## src/rtl/instr_encoder_loader.sv

```systemverilog
// Instruction encoder/loader: packs decoded instruction requests into 32-bit
// MIPS words and streams them into consecutive instruction-memory addresses.
//
//  state  | meaning
//  -------+-----------------------------------------------------------------
//  S_IDLE | waiting for start; requests are not accepted
//  S_LOAD | accepting requests; each accept produces one write next cycle
module instr_encoder_loader #(
  parameter int          DEPTH     = 64,
  parameter logic [31:0] BASE_ADDR = 32'h0000_0000
) (
  input  logic                         Clk,
  input  logic                         Rst_n,
  input  logic                         start,
  input  logic                         in_valid,
  output logic                         in_ready,
  input  logic                         in_last,
  input  logic [3:0]                   in_opc,
  input  logic [4:0]                   in_rs,
  input  logic [4:0]                   in_rt,
  input  logic [4:0]                   in_rd,
  input  logic [4:0]                   in_shamt,
  input  logic [15:0]                  in_imm,
  output logic                         imem_we,
  output logic [31:0]                  imem_addr,
  output logic [31:0]                  imem_wdata,
  output logic                         busy,
  output logic                         done,
  output logic                         err,
  output logic [$clog2(DEPTH+1)-1:0]   word_count
);

  localparam int CW = $clog2(DEPTH+1);

  typedef enum logic {S_IDLE, S_LOAD} state_t;

  state_t        r_state;
  logic          r_imem_we;
  logic [31:0]   r_imem_addr;
  logic [31:0]   r_imem_wdata;
  logic          r_done;
  logic          r_err;
  logic [CW-1:0] r_word_count;
  logic          w_last_slot;
  logic [31:0]   w_enc;

  // Pack one request into its MIPS word; op/func match the Controller decode.
  function automatic logic [31:0] f_encode(
    input logic [3:0]  opc,
    input logic [4:0]  rs,
    input logic [4:0]  rt,
    input logic [4:0]  rd,
    input logic [4:0]  shamt,
    input logic [15:0] imm
  );
    logic [5:0]  func;
    logic [5:0]  op;
    logic [31:0] word;
    func = 6'b000000;
    op   = 6'b000000;
    word = 32'h0;
    case (opc)
      4'd0:  func = 6'b100000;
      4'd1:  func = 6'b100010;
      4'd2:  func = 6'b100100;
      4'd3:  func = 6'b100101;
      4'd4:  func = 6'b101010;
      4'd5:  func = 6'b000000;
      4'd6:  func = 6'b000010;
      4'd7:  func = 6'b000110;
      4'd8:  func = 6'b100001;
      4'd9:  func = 6'b100000;
      4'd10: func = 6'b000010;
      4'd11: op   = 6'b001000;
      4'd12: op   = 6'b001101;
      4'd13: op   = 6'b100011;
      4'd14: op   = 6'b101011;
      default: op = 6'b000101;
    endcase
    if (opc <= 4'd7) begin
      // Shifts by immediate carry shamt and leave rs unused (zeroed).
      if (opc == 4'd5 || opc == 4'd6)
        word = {6'b000000, 5'd0, rt, rd, shamt, func};
      else
        word = {6'b000000, rs, rt, rd, 5'd0, func};
    end else if (opc <= 4'd10) begin
      word = {6'b011100, rs, rt, rd, 5'd0, func};
    end else begin
      word = {op, rs, rt, imm};
    end
    return word;
  endfunction

  assign w_enc       = f_encode(in_opc, in_rs, in_rt, in_rd, in_shamt, in_imm);
  assign w_last_slot = (r_word_count == CW'(DEPTH-1));

  // Handshake and status follow the state directly.
  assign in_ready   = (r_state == S_LOAD);
  assign busy       = (r_state == S_LOAD);
  assign imem_we    = r_imem_we;
  assign imem_addr  = r_imem_addr;
  assign imem_wdata = r_imem_wdata;
  assign done       = r_done;
  assign err        = r_err;
  assign word_count = r_word_count;

  // Load FSM: registers each accepted request as a write one cycle later.
  always_ff @(posedge Clk or negedge Rst_n) begin
    if (!Rst_n) begin
      r_state      <= S_IDLE;
      r_imem_we    <= 1'b0;
      r_imem_addr  <= 32'h0;
      r_imem_wdata <= 32'h0;
      r_done       <= 1'b0;
      r_err        <= 1'b0;
      r_word_count <= '0;
    end else begin
      r_imem_we <= 1'b0;
      r_done    <= 1'b0;
      case (r_state)
        S_IDLE: begin
          if (start) begin
            r_state      <= S_LOAD;
            r_word_count <= '0;
            r_err        <= 1'b0;
          end
        end
        S_LOAD: begin
          if (in_valid) begin
            r_imem_we    <= 1'b1;
            r_imem_addr  <= BASE_ADDR + (32'(r_word_count) << 2);
            r_imem_wdata <= w_enc;
            r_word_count <= r_word_count + CW'(1);
            // Final word either by request or because the buffer is full;
            // a full buffer without in_last is an overflow.
            if (in_last || w_last_slot) begin
              r_state <= S_IDLE;
              r_done  <= 1'b1;
              if (!in_last)
                r_err <= 1'b1;
            end
          end
        end
        default: r_state <= S_IDLE;
      endcase
    end
  end

endmodule

```

## config.mk

```make
export PLATFORM = sky130hd
export DESIGN_NAME = instr_encoder_loader
export DESIGN_NICKNAME = d
export VERILOG_FILES = /design/src/rtl/instr_encoder_loader.sv
export SDC_FILE = /design/constraint.sdc
export NUM_CORES = 1
export LEC_CHECK = 0
export BUFFER_PORTS_ARGS = -buffer_cell sky130_fd_sc_hd__clkbuf_2
export CORE_UTILIZATION = 45
export DETAILED_ROUTE_END_ITERATION = 8
export GPL_TIMING_DRIVEN = 0
export PLACE_DENSITY = 0.79
export SKIP_LAST_GASP = 1
export SLEW_MARGIN = 5
export SYNTH_ARGS = -nofsm -noshare
export SYNTH_HDL_FRONTEND = slang
export SYNTH_SLANG_ARGS = --single-unit
export TNS_END_PERCENT = 1
```

## constraint.sdc

```tcl
create_clock -name Clk -period 2.3 [get_ports Clk]
set_clock_uncertainty 0.2 [all_clocks]
set_input_delay 0.23 -clock Clk [delete_from_list [all_inputs] [get_ports Clk]]
set_output_delay 0.23 -clock Clk [all_outputs]
set_load 0.05 [all_outputs]
```

==> key figures, run 1 <==
Clocking
  – CTS tree: yes
  – Total CTS buffers: 5
  – Clock Sinks: 49
  – Clock Path Buffers: 2
  – Clk slew on worst S/H paths: 0.09 ns
  – Htree depth: 2
  – Clock Latency Late Sink: 0.30 ns
  – Root Driver: clkbuf_8
  – Setup Fix Bufs, Post-CTS: 0

Setup path
  – Crit path cell chain: nand2_2 -> clkbuf_1 -> nand2_1 -> nand3_1 -> dlygate4sd3_1
  – Worst path slowest cell: dlygate4sd3_1
  – Worst setup EP type: flip-flop
  – Worst EP required: 2.34 ns
  – CP delay by family, top: buffers and inverters
  – Crit start category: flip-flop
  – Crit-path max cell delay: 0.55 ns
  – Crit Path Max Fanout: 10
  – CP arrival: 2.20 ns
  – WS Path Type: reg2reg
  – Worst Path Buf+Inv: 2

Synthesis
  – Syn Inst Count: 264
  – Area leader, netlist: dfrtp_1
  – Synth top area share: 0.5018
  – YS warnings: 0
  – Synth Register Bits: 49
  – Avg Inst Size Synth: 9.256 sq um
  – Netlist cell types: 43
  – Netlist Area Pre-Place: 2444 sq um
  – Synth area leaders: dfrtp_1 50%, nand2_1 8.9%, buf_4 8.6%
  – Seq/Total Area, Yosys: 0.5018

Timing
  – Tcrit/Tclk final: 0.9403
  – Setup_tns: 0 ns
  – Final slew viol count: 0
  – Fin. Hold Viols: 0
  – Worst setup margin: 0.1373 ns
  – Final setup fails: 0
  – Max frequency: 0.4624 GHz
  – Pin slew with the least headroom to its limit: 0.5476 ns
  – Unrepaired setup endpoints after global routing: no
  – Relative slew slack: 0.6245
  – Final min period: 2.163 ns

Detailed routing
  – Starting DRT DRC Count: 81
  – Final WL: 6528 microns
  – Remaining DRCs: 0
  – First-pass DRT Iterations: 4
  – Via/cell ratio: 4.836
  – Final ANT Viol Nets: 0
  – Routed len/inst: 13.38 microns
  – Vias after detailed routing: 2360

Power and ir drop
  – Leak: 1.881 nW
  – VDD IR max: 0.0004191 V
  – Cell Pwr Density: 826.8 nW/um^2
  – Power, Total: 2.889 mW

Floorplanning
  – Die X: 75.69 microns
  – Core area: 5172 sq um
  – # rows: 26
  – # IOs: 121
  – DIE AREA: 5729 sq um
  – Initial Utilization: 0.4724
  – Die H: 75.69 microns

Placed design
  – Final GP Congestion: 0.8186
  – Pre-CTS WS: 0.5424 ns
  – DP HPWL: 4477 microns
  – Area post-placement: 3097 sq um
  – Port bufs: 95

Flow run
  – Max cap viols: 0

Layout
  – Layout Utilization: 0.6756
  – Most frequent cells in the layout: 94 x clkbuf_2, 58 x nand2_1, 48 x dfrtp_1, 28 x buf_4, 26 x dlygate4sd3_1
  – Antenna fix cells: 0
  – Final nets: 463
  – Fin area: 3495 sq um
  – Commonest non-fill, non-tap cell in the layout: clkbuf_2
  – Share of layout cells above drive strength 1: 0.3589
  – Syn-to-layout area delta: 43.01%

Hold path
  – Worst min path class: in2reg

Status
  – Status: completed

Global route
  – Met1 usage: 0.3040
  – First-pass GRT wire length: 9839 microns
  – Gr ovfl total: 0
  – Met3 Use GR: 0.02910
  – Met2 Use GR: 0.3968
  – Largest net degree at the start of global routing: 50
  – Global-route layer with the greatest usage: met2
  – Initial antenna violation count: 0
  – Vias in the first global route: 2096
  – All-Layer GR Usage: 0.2309
## worst register-to-register path, cell delays in order (launching register included)
cell and delay [ns]:
dfrtp_2 0.48, nand2_2 0.21, clkbuf_1 0.47, nand2_1 0.11, nand3_1 0.09, dlygate4sd3_1 0.55
## final cells by class
cell class / instances / area [sq um]
Fill cell: 431 / 1678
Buffer: 42 / 282.8
Clock inverter: 1 / 30.03
Multi-Input combinational cell: 190 / 998.5
Timing Repair Buffer: 122 / 755.7
Inverter: 7 / 26.28
Sequential cell: 49 / 1227
Tap cell: 70 / 87.58
Clock buffer: 7 / 86.33
## per-layer routing
metal / routed length (microns) / vias to the layer above
met3: 343 / 7
met2: 3301 / 96
met5: 0 / -
met1: 2808 / 1088
met4: 75 / 0
li1: - / 1169
## metrics by stage
| step | hold slack (ns) | cells |
|---|---|---|
| 2_1_floorplan | -0.2656 | 288 |
| 3_3_place_gp | 0.2267 | 453 |
| 3_5_place_dp | 0.2294 | 453 |
| 4_1_cts | 0.003162 | 486 |
| 5_1_grt | 0.01733 | 488 |
| 6_report | 0.005908 | 488 |
## worst paths after layout
kind                                    from             end  slack, ns  cells after the start
worst max-delay path                    busy  imem_wdata[10]       0.14                      5
worst min-delay path               in_imm[7]   imem_wdata[7]      0.006                      3
worst max register to register          busy  imem_wdata[10]       0.14                      5
worst min register to register  imem_addr[5]    imem_addr[5]       0.28                      2
max in group asynchronous              Rst_n            busy       1.15                      3
min in group asynchronous              Rst_n   word_count[1]       0.21                      2
## synth_stat cells (all sizes together)
cell	number
xor2	1
nand3b	2
o21bai	1
buf	39
a41oi	1
conb	1
or3	2
o41ai	1
nand3	12
a32oi	1
clkbuf	3
inv	7
or3b	1
dfrtp	49
or4	2
a32o	2
ha	1
xnor2	1
and2	1
o31a	1
nor3	1
a22o	6
a31oi	6
o21ai	12
a211oi	1
nand2b	2
or4b	1
a21oi	17
nand4	11
a21o	1
nor2	10
o211ai	3
nand2	59
nor2b	1
o22a	1
o31ai	1
mux2i	2
## where the power goes
| group | switching (mW) | internal [mW] | leakage, nW | total [mW] |
|---|---|---|---|---|
| logic | 0.858 | 0.300 | 1.20 | 1.16 |
| registers | 0.106 | 0.995 | 0.622 | 1.10 |
| clock network | 0.276 | 0.355 | 0.0585 | 0.630 |
## logic make-up (layout without fill, tap and decap cells)
family | count (synthesis) | count (layout) | synth area share
AND/OR/NAND/NOR | 105 | 105 | 0.1997
AO/OA/AOI/OAI | 55 | 55 | 0.1470
buffers and inverters | 49 | 179 | 0.1265
multiplexers | 2 | 2 | 0.008193
flip-flops | 49 | 49 | 0.5018
XOR/XNOR | 2 | 2 | 0.01024
other | 1 | 25 | 0.001535
adder cells (fa/ha/maj) | 1 | 1 | 0.005120
## sequential cells by signal, indices dropped and copies added (netlist names)
register,count
busy,1
done,1
err,1
imem_addr,7
imem_wdata,31
imem_we,1
word_count,7
## repair_timing
item | in CTS | in global routing
endpoints found under the hold margin | 22 | 18
endpoints found under the setup margin | 0 | 3
gates resized for setup | 0 | 1
hold buffers | 25 | 1
Note: power is estimated with default switching activity, not from simulation.
==> inputs of run 2 (changes only) <==
==> constraint.sdc (replaced) <==
create_clock -name Clk -period 2.3 [get_ports Clk]
set_clock_uncertainty 0.2 [all_clocks]
set_input_delay 0.115 -clock Clk [delete_from_list [all_inputs] [get_ports Clk]]
set_output_delay 0.115 -clock Clk [all_outputs]
set_load 0.05 [all_outputs]
==> run 2 against run 1 <==
  * Fmax down 2.0%
  * Clock-buffer cell count unchanged
  * Sequential cell count unchanged
  * Core utilization up 2.7 points
  * Hold slack about the same
  * Critical path depth unchanged
  * Largest power group unchanged
==> key figures, run 2 (synthesis gave the netlist of run 1 again) <==
Detailed routing
  – WL met1: 2758 microns (-1.8%)
  – Vias after detailed routing: 2459 (+4.2%)
  – Wire length on met2: 3497 microns (+5.9%)
  – Via/cell ratio: 4.898 (+1.3%)
  – Top Layer Used: met4
  – Remaining DRCs: 0 (unchanged)
  – Final ANT Viol Nets: 0 (unchanged)
  – DR WL met3: 480 microns (+40%)
  – Routed len/inst: 13.61 microns (+1.8%)
  – Starting DRT DRC Count: 84 (+3.7%)
  – Final WL: 6834 microns (+4.7%)
  – First-pass DRT Iterations: 5 (+1)

Setup path
  – Flop-to-flop setup slack: 0.09 ns (-0.04 ns)
  – CP delay by family, top: simple AND/OR/NAND/NOR gates
  – Worst EP required: 2.34 ns (about the same)
  – Crit start category: flip-flop
  – CP arrival: 2.25 ns (+0.05 ns)
  – Crit-path max cell delay: 0.53 ns (-0.02 ns)
  – Worst Path Buf+Inv: 1 (-1)
  – Critical R2R Launch: word_count[0]
  – Worst path slowest cell: dlygate4sd3_1
  – Reg2Reg Depth: 5 (unchanged)
  – WS Path Type: reg2reg
  – Crit path cell chain: ha_1 -> nand4_2 -> or4_1 -> nand2_1 -> dlygate4sd3_1
  – Worst setup EP type: flip-flop
  – RR Endpoint: err
  – Crit Path Max Fanout: 7 (-3)

Power and ir drop
  – Cell Pwr Density: 808.6 nW/um^2 (-2.2%)
  – Net Sw Frac: 0.4275 (-0.001540)
  – VDD IR max: 0.0003969 V (-5.3%)
  – Seq pwr share: 0.375 (-0.006)
  – Power, Total: 2.939 mW (+1.7%)
  – Switching pwr: 1.256 mW (+1.4%)
  – Combinational share of power: 0.409 (+0.008)
  – Cell internal pwr: 1.683 mW (+2.0%)
  – Leak: 1.943 nW (+3.3%)
  – Clock Power Share: 0.217 (about the same)

Floorplanning
  – DIE AREA: 5729 sq um (unchanged)
  – Core area: 5172 sq um (unchanged)
  – Die H: 75.69 microns (unchanged)
  – # rows: 26 (unchanged)
  – Initial Utilization: 0.4724 (unchanged)
  – # IOs: 121 (unchanged)
  – Die X: 75.69 microns (unchanged)

Layout
  – Commonest non-fill, non-tap cell in the layout: clkbuf_2
  – Fin area: 3635 sq um (+4.0%)
  – Final nets: 477 (+3.0%)
  – Max reg flops: 31 (unchanged)
  – Share of layout cells above drive strength 1: 0.3472 (-0.01163)
  – Antenna fix cells: 0 (unchanged)
  – Syn-to-layout area delta: 48.75%
  – Most frequent cells in the layout: 94 x clkbuf_2, 58 x nand2_1, 48 x dfrtp_1, 40 x dlygate4sd3_1, 28 x buf_4

Timing
  – Final hold slack: 0.005897 ns (-0.00001061 ns)
  – Pin slew with the least headroom to its limit: 0.5426 ns (-0.004990 ns)
  – Unrepaired setup endpoints after global routing: yes
  – Fin. Hold Viols: 0 (unchanged)
  – Final min period: 2.207 ns (+0.04380 ns)
  – Final setup fails: 0 (unchanged)
  – Tcrit/Tclk final: 0.9594 (+0.01905)
  – Final slew viol count: 0 (unchanged)
  – Max frequency: 0.4532 GHz (-2.0%)
  – Relative slew slack: 0.6279 (+0.003422)

Placed design
  – Area post-placement: 3097 sq um (unchanged)
  – DP HPWL: 4477 microns (unchanged)
  – Final GP Congestion: 0.8186 (unchanged)
  – Port bufs: 95 (unchanged)

Flow run
  – Max cap viols: 0 (unchanged)

Global route
  – First-pass GRT wire length: 10270 microns (+4.4%)
  – Initial antenna violation count: 0 (unchanged)
  – Vias in the first global route: 2198 (+4.9%)
  – All-Layer GR Usage: 0.2431 (+0.01218)
  – Largest net degree at the start of global routing: 50 (unchanged)
  – Gr ovfl total: 0 (unchanged)

Clocking
  – Clock Path Buffers: 2 (unchanged)
  – Root Driver: clkbuf_8
  – Total CTS buffers: 5 (unchanged)
  – Htree depth: 2 (unchanged)
  – Clock Latency Late Sink: 0.30 ns (about the same)
  – Clk slew on worst S/H paths: 0.09 ns (about the same)
  – Clock Sinks: 49 (unchanged)
  – Setup Fix Bufs, Post-CTS: 0 (unchanged)
  – CTS tree: yes

Status
  – Status: completed

Hold path
  – WHS Endpoint: imem_wdata[1]
  – Hold Crit Depth: 3 (unchanged)
  – Worst min path class: in2reg
  – Hold_sp: in_imm[1]
==> run 2: worst min-delay path: stages <==
cell and delay (ns):
clkbuf_2 0.08, nor3_1 0.16, o41ai_1 0.10
==> run 2: area by class of cell <==
type	instances	area, sq um
Clock buffer	7	86.33
Timing Repair Buffer	136	895.9
Buffer	42	282.8
Tap cell	70	87.58
Clock inverter	1	30.03
Multi-Input combinational cell	190	998.5
Sequential cell	49	1227
Inverter	7	26.28
Fill cell	420	1538
==> run 2: per-stage QoR <==
stage / cells / worst slack, ns / TNS, ns / util
2_1_floorplan: 288 / 0.3109 / 0 / -
3_3_place_gp: 453 / 0.5900 / 0 / 0.5987
3_5_place_dp: 453 / 0.5424 / 0 / 0.5987
4_1_cts: 501 / 0.08838 / 0 / 0.6986
5_1_grt: 502 / -0.03366 / -0.03366 / 0.7027
6_report: 502 / 0.09346 / 0 / 0.7027
==> run 2: timing repair <==
action | 4_1_cts | 5_1_grt
hold buffers | 40 | 0
resized for setup | 0 | 1
endpoints found under the hold margin | 78 | 0
setup endpoints to repair | 0 | 10
==> run 2: power groups by stage <==
stage                     clock network (mW)  logic, mW  registers, mW
after floorplan                            0      0.364           1.58
after global placement                     0       1.10           1.11
after detailed placement                   0       1.11           1.11
after CTS                              0.642       1.19           1.10
after global routing                   0.675       1.27           1.12
final                                  0.636       1.20           1.10
==> run 2: worst max path at each step <==
stage                       start  cells after the start             to
global route        word_count[0]                      5            err
global placement    word_count[0]                      4  word_count[6]
finish              word_count[0]                      5            err
floorplan           word_count[0]                      4  word_count[6]
CTS                          busy                      6  imem_wdata[7]
detailed placement  word_count[0]                      4  word_count[6]
==> run 2: layer usage <==
metal,vias to the layer above,GRT usage
met1,1141,0.3066
met2,113,0.4325
met3,9,0.02910
li1,1196,-
met4,0,0.08436
met5,-,0
